## src/rtl/wb_packer.sv

```systemverilog
// ============================================================================
// wb_packer : packs 16-bit engine results into BURST_LEN-lane words for DMA
// Revision  : 1.0
// ============================================================================
`default_nettype none

module wb_packer #(
  parameter int BURST_LEN = 8,
  parameter int DW        = 16,
  parameter int AW        = 10
) (
  input  logic                    clk,
  input  logic                    rst_n,
  input  logic                    start,
  input  logic [AW-1:0]           base_addr,
  input  logic                    output_en,
  input  logic [DW-1:0]           output_data,
  input  logic                    gemm_finish,
  output logic                    wr_en,
  input  logic                    wr_ready,
  output logic [AW-1:0]           wr_addr,
  output logic [DW*BURST_LEN-1:0] wr_data,
  output logic [BURST_LEN-1:0]    wr_mask,
  output logic                    busy,
  output logic                    done,
  output logic                    overflow,
  output logic [15:0]             word_count
);

  localparam int C_LW = (BURST_LEN > 1) ? $clog2(BURST_LEN) : 1;
  localparam logic [C_LW-1:0] C_LAST = C_LW'(BURST_LEN - 1);

  localparam logic [1:0] C_IDLE  = 2'd0;
  localparam logic [1:0] C_RUN   = 2'd1;
  localparam logic [1:0] C_FLUSH = 2'd2;
  localparam logic [1:0] C_DONE  = 2'd3;

  logic [1:0]                r_state;
  logic                      r_flush_first;
  logic [C_LW-1:0]           r_lane_cnt;
  logic [DW*BURST_LEN-1:0]   r_stage_data;
  logic [BURST_LEN-1:0]      r_stage_mask;
  logic [DW*BURST_LEN-1:0]   r_buf_data [2];
  logic [BURST_LEN-1:0]      r_buf_mask [2];
  logic                      r_rd_ptr;
  logic                      r_wr_ptr;
  logic [1:0]                r_count;
  logic [AW-1:0]             r_wr_addr;
  logic                      r_overflow;
  logic [15:0]               r_word_count;

  logic                      w_start;
  logic                      w_capture;
  logic                      w_commit_full;
  logic                      w_commit_part;
  logic                      w_commit;
  logic                      w_pop;
  logic                      w_push;
  logic                      w_drop;
  logic [DW*BURST_LEN-1:0]   w_lane_data;
  logic [DW*BURST_LEN-1:0]   w_commit_data;
  logic [BURST_LEN-1:0]      w_commit_mask;

  assign w_start       = (r_state == C_IDLE) && start;
  assign w_capture     = (r_state == C_RUN) && output_en;
  assign w_commit_full = w_capture && (r_lane_cnt == C_LAST);
  assign w_commit_part = (r_state == C_FLUSH) && r_flush_first && (r_lane_cnt != '0);
  assign w_commit      = w_commit_full || w_commit_part;
  assign w_pop         = (r_count != 2'd0) && wr_ready;
  // A full buffer still accepts a word when the head leaves on the same edge.
  assign w_push        = w_commit && ((r_count != 2'd2) || w_pop);
  assign w_drop        = w_commit && !w_push;

  always_comb begin
    w_lane_data = r_stage_data;
    w_lane_data[int'(r_lane_cnt)*DW +: DW] = output_data;
  end

  assign w_commit_data = w_commit_full ? w_lane_data : r_stage_data;
  assign w_commit_mask = w_commit_full ? '1 : r_stage_mask;

  always_ff @(posedge clk or negedge rst_n) begin
    if (!rst_n) begin
      r_state       <= C_IDLE;
      r_flush_first <= 1'b0;
    end else begin
      case (r_state)
        C_IDLE: if (start) r_state <= C_RUN;
        C_RUN: begin
          if (gemm_finish) begin
            r_state       <= C_FLUSH;
            r_flush_first <= 1'b1;
          end
        end
        C_FLUSH: begin
          r_flush_first <= 1'b0;
          if (!w_commit_part && (r_count == 2'd0)) r_state <= C_DONE;
        end
        default: r_state <= C_IDLE;
      endcase
    end
  end

  // Staging is cleared after every commit so a partial flush has zeroed lanes.
  always_ff @(posedge clk or negedge rst_n) begin
    if (!rst_n) begin
      r_lane_cnt   <= '0;
      r_stage_data <= '0;
      r_stage_mask <= '0;
    end else if (w_start || w_commit_full || w_commit_part) begin
      r_lane_cnt   <= '0;
      r_stage_data <= '0;
      r_stage_mask <= '0;
    end else if (w_capture) begin
      r_lane_cnt               <= r_lane_cnt + 1'b1;
      r_stage_data             <= w_lane_data;
      r_stage_mask[r_lane_cnt] <= 1'b1;
    end
  end

  always_ff @(posedge clk or negedge rst_n) begin
    if (!rst_n) begin
      for (int i = 0; i < 2; i++) begin
        r_buf_data[i] <= '0;
        r_buf_mask[i] <= '0;
      end
      r_rd_ptr <= 1'b0;
      r_wr_ptr <= 1'b0;
      r_count  <= 2'd0;
    end else begin
      if (w_push) begin
        r_buf_data[r_wr_ptr] <= w_commit_data;
        r_buf_mask[r_wr_ptr] <= w_commit_mask;
        r_wr_ptr             <= ~r_wr_ptr;
      end
      if (w_pop) r_rd_ptr <= ~r_rd_ptr;
      r_count <= r_count + {1'b0, w_push} - {1'b0, w_pop};
    end
  end

  always_ff @(posedge clk or negedge rst_n) begin
    if (!rst_n) begin
      r_wr_addr    <= '0;
      r_overflow   <= 1'b0;
      r_word_count <= '0;
    end else if (w_start) begin
      r_wr_addr    <= base_addr;
      r_overflow   <= 1'b0;
      r_word_count <= '0;
    end else begin
      if (w_drop || (output_en && ((r_state == C_FLUSH) || (r_state == C_DONE))))
        r_overflow <= 1'b1;
      if (w_pop) begin
        r_wr_addr <= r_wr_addr + 1'b1;
        if (r_word_count != 16'hFFFF) r_word_count <= r_word_count + 16'd1;
      end
    end
  end

  assign wr_en      = (r_count != 2'd0);
  assign wr_addr    = r_wr_addr;
  assign wr_data    = r_buf_data[r_rd_ptr];
  assign wr_mask    = r_buf_mask[r_rd_ptr];
  assign busy       = (r_state == C_RUN) || (r_state == C_FLUSH);
  assign done       = (r_state == C_DONE);
  assign overflow   = r_overflow;
  assign word_count = r_word_count;

endmodule

`default_nettype wire

```

## config.mk

```make
export PLATFORM = sky130hd
export DESIGN_NAME = wb_packer
export DESIGN_NICKNAME = d
export VERILOG_FILES = /design/src/rtl/wb_packer.sv
export SDC_FILE = /design/constraint.sdc
export NUM_CORES = 1
export LEC_CHECK = 0
export BUFFER_PORTS_ARGS = -buffer_cell sky130_fd_sc_hd__buf_4
export CORE_UTILIZATION = 55
export CTS_CLUSTER_SIZE = 10
export DETAILED_ROUTE_END_ITERATION = 10
export PLACE_DENSITY = 0.82
export SETUP_SLACK_MARGIN = 0.5
export SLEW_MARGIN = 40
export SYNTH_ARGS = -nofsm -noshare
export SYNTH_HDL_FRONTEND = slang
export SYNTH_SLANG_ARGS = --single-unit
```

## constraint.sdc

```tcl
create_clock -name clk -period 4.6 [get_ports clk]
set_clock_uncertainty 0.2 [all_clocks]
set_input_delay 0 -clock clk [delete_from_list [all_inputs] [get_ports clk]]
set_output_delay 0 -clock clk [all_outputs]
set_load 0.02 [all_outputs]
```

# == After elaboration in Yosys (flattened, before gate mapping) ==
# Index checks and enable logic that the tools add are counted.
# totals
reg_bits,445
latchBits,0
ram_bits,0
rom_bits,0
inputBits,32
out_inout_bits,166
elab_cells,111
memories,0
# op_classes
addsub,6
mul,0
div_mod_pow,0
order_cmp,5
eq_ne,9
shift,2
mux,36
n_bitwise,5
reduce_logical,33
# op_table
cell,n
$mux 128,7
$bwmux 256,1
$bwmux 128,1
$demux 128 s1,1
$shift 16x33->128 const A,1
$shiftx 16x33->128,1
$mux 8,7
$mux 16,3
$neg 7->33,1
$mux 10,2
$add 16x1->16 const B,1
$bwmux 16,1
$ne 16x16->1 const B,1
$logic_and 1x1->1,12
$reduce_bool 2->1,6
$add 10x1->10 const B,1
$demux 8 s1,1
$ne 2x2->1 const B,4
$or 8x8->8,1
$logic_or 1x1->1,7
$mux 2,3
$mux 3,2
$pmux 2 s3,1
$eq 2x2->1 const B,2
other kinds (19),28

# == Depth between registers and ports, before layout ==
# depth
ltp_word,10
depth_mapped,11
mapped_depth_nobuf,10

# == Worst setup path after synthesis ==
# No wires, ideal clock.
# synth_path
kind,reg2reg
startpoint,register r_lane_cnt[0]
endpoint,register r_buf_data[198] (netlist name)
setup_time_ns,0.137
arrival_ns,2.390
t_required_ns,4.263
path_slack_ns,1.873
stages_incl_launch_ff,11
cell_sequence,dfrtp_1 -> buf_6 -> inv_1 -> ha_1 -> ha_1 -> or2_0 -> buf_6 -> nor4_4 -> buf_8 -> mux2i_1 -> a21oi_1
# synth_via
elab_chain_len,5
elab_cells_between_ends,12
cone_classes,add/sub: 1; eq/ne: 1; shift: 2; mux: 3; reduce/logical: 5
# synth_lines
element,line,text
"start, declared",40,logic [C_LW-1:0] r_lane_cnt;
"start signal, assigned",115,r_lane_cnt <= r_lane_cnt + 1'b1;
$neg 7->33,76,w_lane_data[int'(r_lane_cnt)*DW +: DW] = output_data;
$shiftx 16x33->128 / $shift 16x33->128 (equally long branches),76,
$bwmux 128,76,
$mux 128,79,assign w_commit_data = w_commit_full ? w_lane_data : r_stage_data;
$bwmux 256,132,r_buf_data[r_wr_ptr] <= w_commit_data;
"end signal, assigned by index",132,
"end, declared",43,logic [DW*BURST_LEN-1:0] r_buf_data [2];
# Several ways; a longest one is shown, not always the timed one.
# A chain may end at the register's enable or synchronous reset.

# == Final worst setup path ==
# layout_path
startpoint,register r_lane_cnt[0]
endpoint,register r_buf_data[161] (netlist name)
# The elaborated chain is that of the path after synthesis.

==> results.md <==
* Routed met3 length at 3530 µm
* Die W at between 150 and 200 µm
* Crit start category: flop
* Maximum vdd drop at around 0.34 mV
* Initial antenna violation count at 1
* Avg WL per Cell at around 20 µm
* Outcome: finished, final reports clean
* Avg Inst Size Synth at roughly 10 µm²
* Kind of critical path: reg -> reg
* Chip Height at 196 µm
* Fill count at about 2800
* Total gr overflow at 0
* Dpl cells at approximately 2500
* Vias at ~15000
* Core Region at 0.0368 mm²
* Hold Crit Depth at 4
* Minimum clock period at 3.48 ns
* Antenna cells at 0
* Post-route cell area at roughly 0.024 mm²
* Critical Path RT at between 4 and 5 ns
* Routed wl met2 at ~25000 µm
* Maximum operating frequency at ~290 MHz
* Hold Buf Count CTS at 51
* Max Root-Sink Buffers at 3
* Slew Limit Fails at 0
* CTS tree: done
* Final Hold Fails at 0
* Die area at between 0.03 and 0.04 mm²
* Flop2flop setup slack at approximately 1.1 ns
* I/O pin total at 198
* Initial core utilization at 0.561
* # resized after CTS at 0
* Final setup fails at 0
* Ys Warns at 0
* Layout area overhead at 17.2%
* Hold Path Origin: base_addr[9]
* Synthesis-stage register bit count at 445
* Reg2Reg Depth at 8
* Port bufs at 197
* Post-CTS Setup Bufs at 0
* Share of cells above drive strength 1 at 0.212
* Max-cap viol count at 0
* First-pass GRT wire length at roughly 83000 µm
* Synthesized instance count at 1988
* Drc violations at 0
* Worst Hold Class: in -> reg
* Rows at 70
* Final #Nets at around 2200
* Antenna-violating nets left at 0
* Layout Cells excl Fill at approximately 2600
* Worst r2r src: r_lane_cnt[0]
* Syn Std Cell Area at 0.0206 mm²
* Top sig layer: met4
* RR Endpoint: r_buf_data[161]
* Distinct cells, synth at 65
* Post-synth EDFFs at 0
* RSZ-0062 raised after global routing: no
* CP Data Arrival Time at approximately 3.7 ns
* DP HPWL at between 30000 and 40000 µm
* DR pass1 iterations at 7
* Worst hold endpoint: wr_addr[9]
* Setup TNS at 0 ns
* Cell Area, Placed at approximately 0.022 mm²
* M1 wire length at roughly 23000 µm
* Via density at approximately 6
* Post-synthesis async set-or-reset flop share at 1.00
* Largest net degree at the start of global routing at around 150
* Routed wire length at ~52000 µm
* Most used DFF post-synth: dfrtp_1
* Final period utilization at 0.757
* Worst-Skew Late Latency at about 0.55 ns
* # clock sinks at roughly 450
* CTS root buf: clkbuf_16
* RePlAce Congestion at 0.839
* Gr usage total at 0.276
* Leak at around 0.011 µW
* Worst-margin pin slew at between 0.8 and 0.9 ns
* Sequential-to-total area share from yosys stat at 0.540
* Total power at between 10000 and 15000 µW
* Power Density at between 600 and 700 mW/mm²
* Worst-path clk slew at ~0.06 ns
* Max FO, Critical Path at 11
* Kind of end point of the critical path: flop
* Vias in the first global route at 15278
* Synthesized netlist net count at between 2000 and 2500
* CTS Buf Count at 50
* Starting DRT DRC Count at 1187
* H-tree levels at 2
* Slew Limit Headroom at 0.446
## synthesized netlist by cell type (all sizes together), types with 2 or more instances
library cell | count | area (µm²)
a2111o | 2 | 22.5
a211o | 2 | 17.5
a211oi | 3 | 22.5
a21oi | 219 | 1100
a31oi | 5 | 31.3
and2 | 18 | 125
and3 | 3 | 18.8
and4 | 2 | 17.5
buf | 66 | 462
clkbuf | 81 | 324
dfrtp | 445 | 11100
ha | 13 | 163
inv | 11 | 41.3
mux2 | 138 | 1550
mux2i | 200 | 2000
nand2 | 302 | 1140
nand2b | 9 | 58.8
nand3 | 13 | 70.1
nand3b | 2 | 18.8
nand4 | 4 | 31.3
nand4b | 2 | 32.5
nor2 | 232 | 878
nor2b | 2 | 12.5
nor3 | 9 | 83.8
nor4 | 10 | 153
o211ai | 2 | 15.0
o21a | 3 | 22.5
o21ai | 152 | 761
o31a | 2 | 17.5
o31ai | 3 | 22.5
o41ai | 2 | 17.5
or2 | 5 | 31.3
or4 | 4 | 30.0
xnor2 | 8 | 70.1
xor2 | 5 | 43.8
## routing by layer
metal  track usage  vias up
met3        0.0465       86
met4        0.0860        0
met2         0.442      509
li1              -     7122
met5             0        -
met1         0.386     7733
## cell families after synthesis
family          after synthesis  share of synthesized area
compound gates              400                      0.102
fa+ha+maj                    13                    0.00789
simple gates                621                      0.132
mux                         338                      0.172
xor+xnor                     13                    0.00552
buf+inv                     158                     0.0401
flops                       445                      0.540
## how the worst max path moves through the flow
stage,from,to,slack (ns),cells past startpoint
floorplan,r_lane_cnt[0],r_buf_data[198],1.87,10
global placement,r_lane_cnt[0],r_buf_data[220],1.25,8
detailed placement,r_lane_cnt[0],r_buf_data[222],1.08,8
CTS,r_lane_cnt[0],r_buf_data[222],1.05,8
global route,r_lane_cnt[0],r_buf_data[161],0.89,8
finish,r_lane_cnt[0],r_buf_data[161],1.12,8
## critical path, cell delays in order, from the launching register on
cell and delay [ns]:
dfrtp_1 0.71, inv_1 0.20, ha_1 0.28, ha_1 0.43
nand2_2 0.18, nor4_4 0.60, buf_4 0.35, mux2i_1 0.28
a21oi_1 0.10
## cell usage in the layout (no fill, tap or decap), types with 12 or more instances in the layout
cell | netlist | routed
clkbuf_16 | 0 | 51
a21oi_1 | 218 | 218
o21ai_0 | 44 | 44
dlygate4sd3_1 | 0 | 50
ha_1 | 13 | 13
mux2_2 | 138 | 138
nor2_1 | 231 | 228
nand3_1 | 12 | 12
dfrtp_1 | 445 | 444
nand2_1 | 301 | 300
buf_4 | 6 | 209
mux2i_1 | 200 | 200
o21ai_1 | 108 | 108
## flip-flops by register name, summed over array words and instances, names as in the netlist
register,count
r_lane_cnt,3
r_count,2
r_rd_ptr,1
r_flush_first,1
r_stage_mask,8
r_buf_mask,16
wr_addr,10
r_buf_data,256
word_count,16
r_stage_data,128
overflow,1
r_state,2
r_wr_ptr,1
## power by group
part           internal (µW)  switching [µW]
clock                   1960            1440
sequential              4860             653
combinational           2440            3380
total                   9260            5470
## cell type report
class                           instances  area [µm²]  area share
Clock buffer                           55        1300      0.0538
Timing Repair Buffer                  276        2380      0.0987
Tap cell                              468         586      0.0242
Inverter                               11        41.3     0.00171
Clock inverter                          1        8.76    0.000362
Sequential cell                       445       11100       0.461
Multi-Input combinational cell       1385        8710       0.360
## metrics by stage
| step | util | hold slack, ns | worst slack, ns |
|---|---|---|---|
| after floorplan | - | -0.496 | 1.87 |
| after CTS | 0.656 | 0.113 | 1.05 |
| after global placement | 0.603 | -0.0203 | 1.25 |
| after global routing | 0.657 | 0.150 | 0.893 |
| after detailed placement | 0.606 | -0.210 | 1.08 |
| final | 0.657 | 0.115 | 1.12 |
No activity file was read; power rests on OpenSTA's default activity.
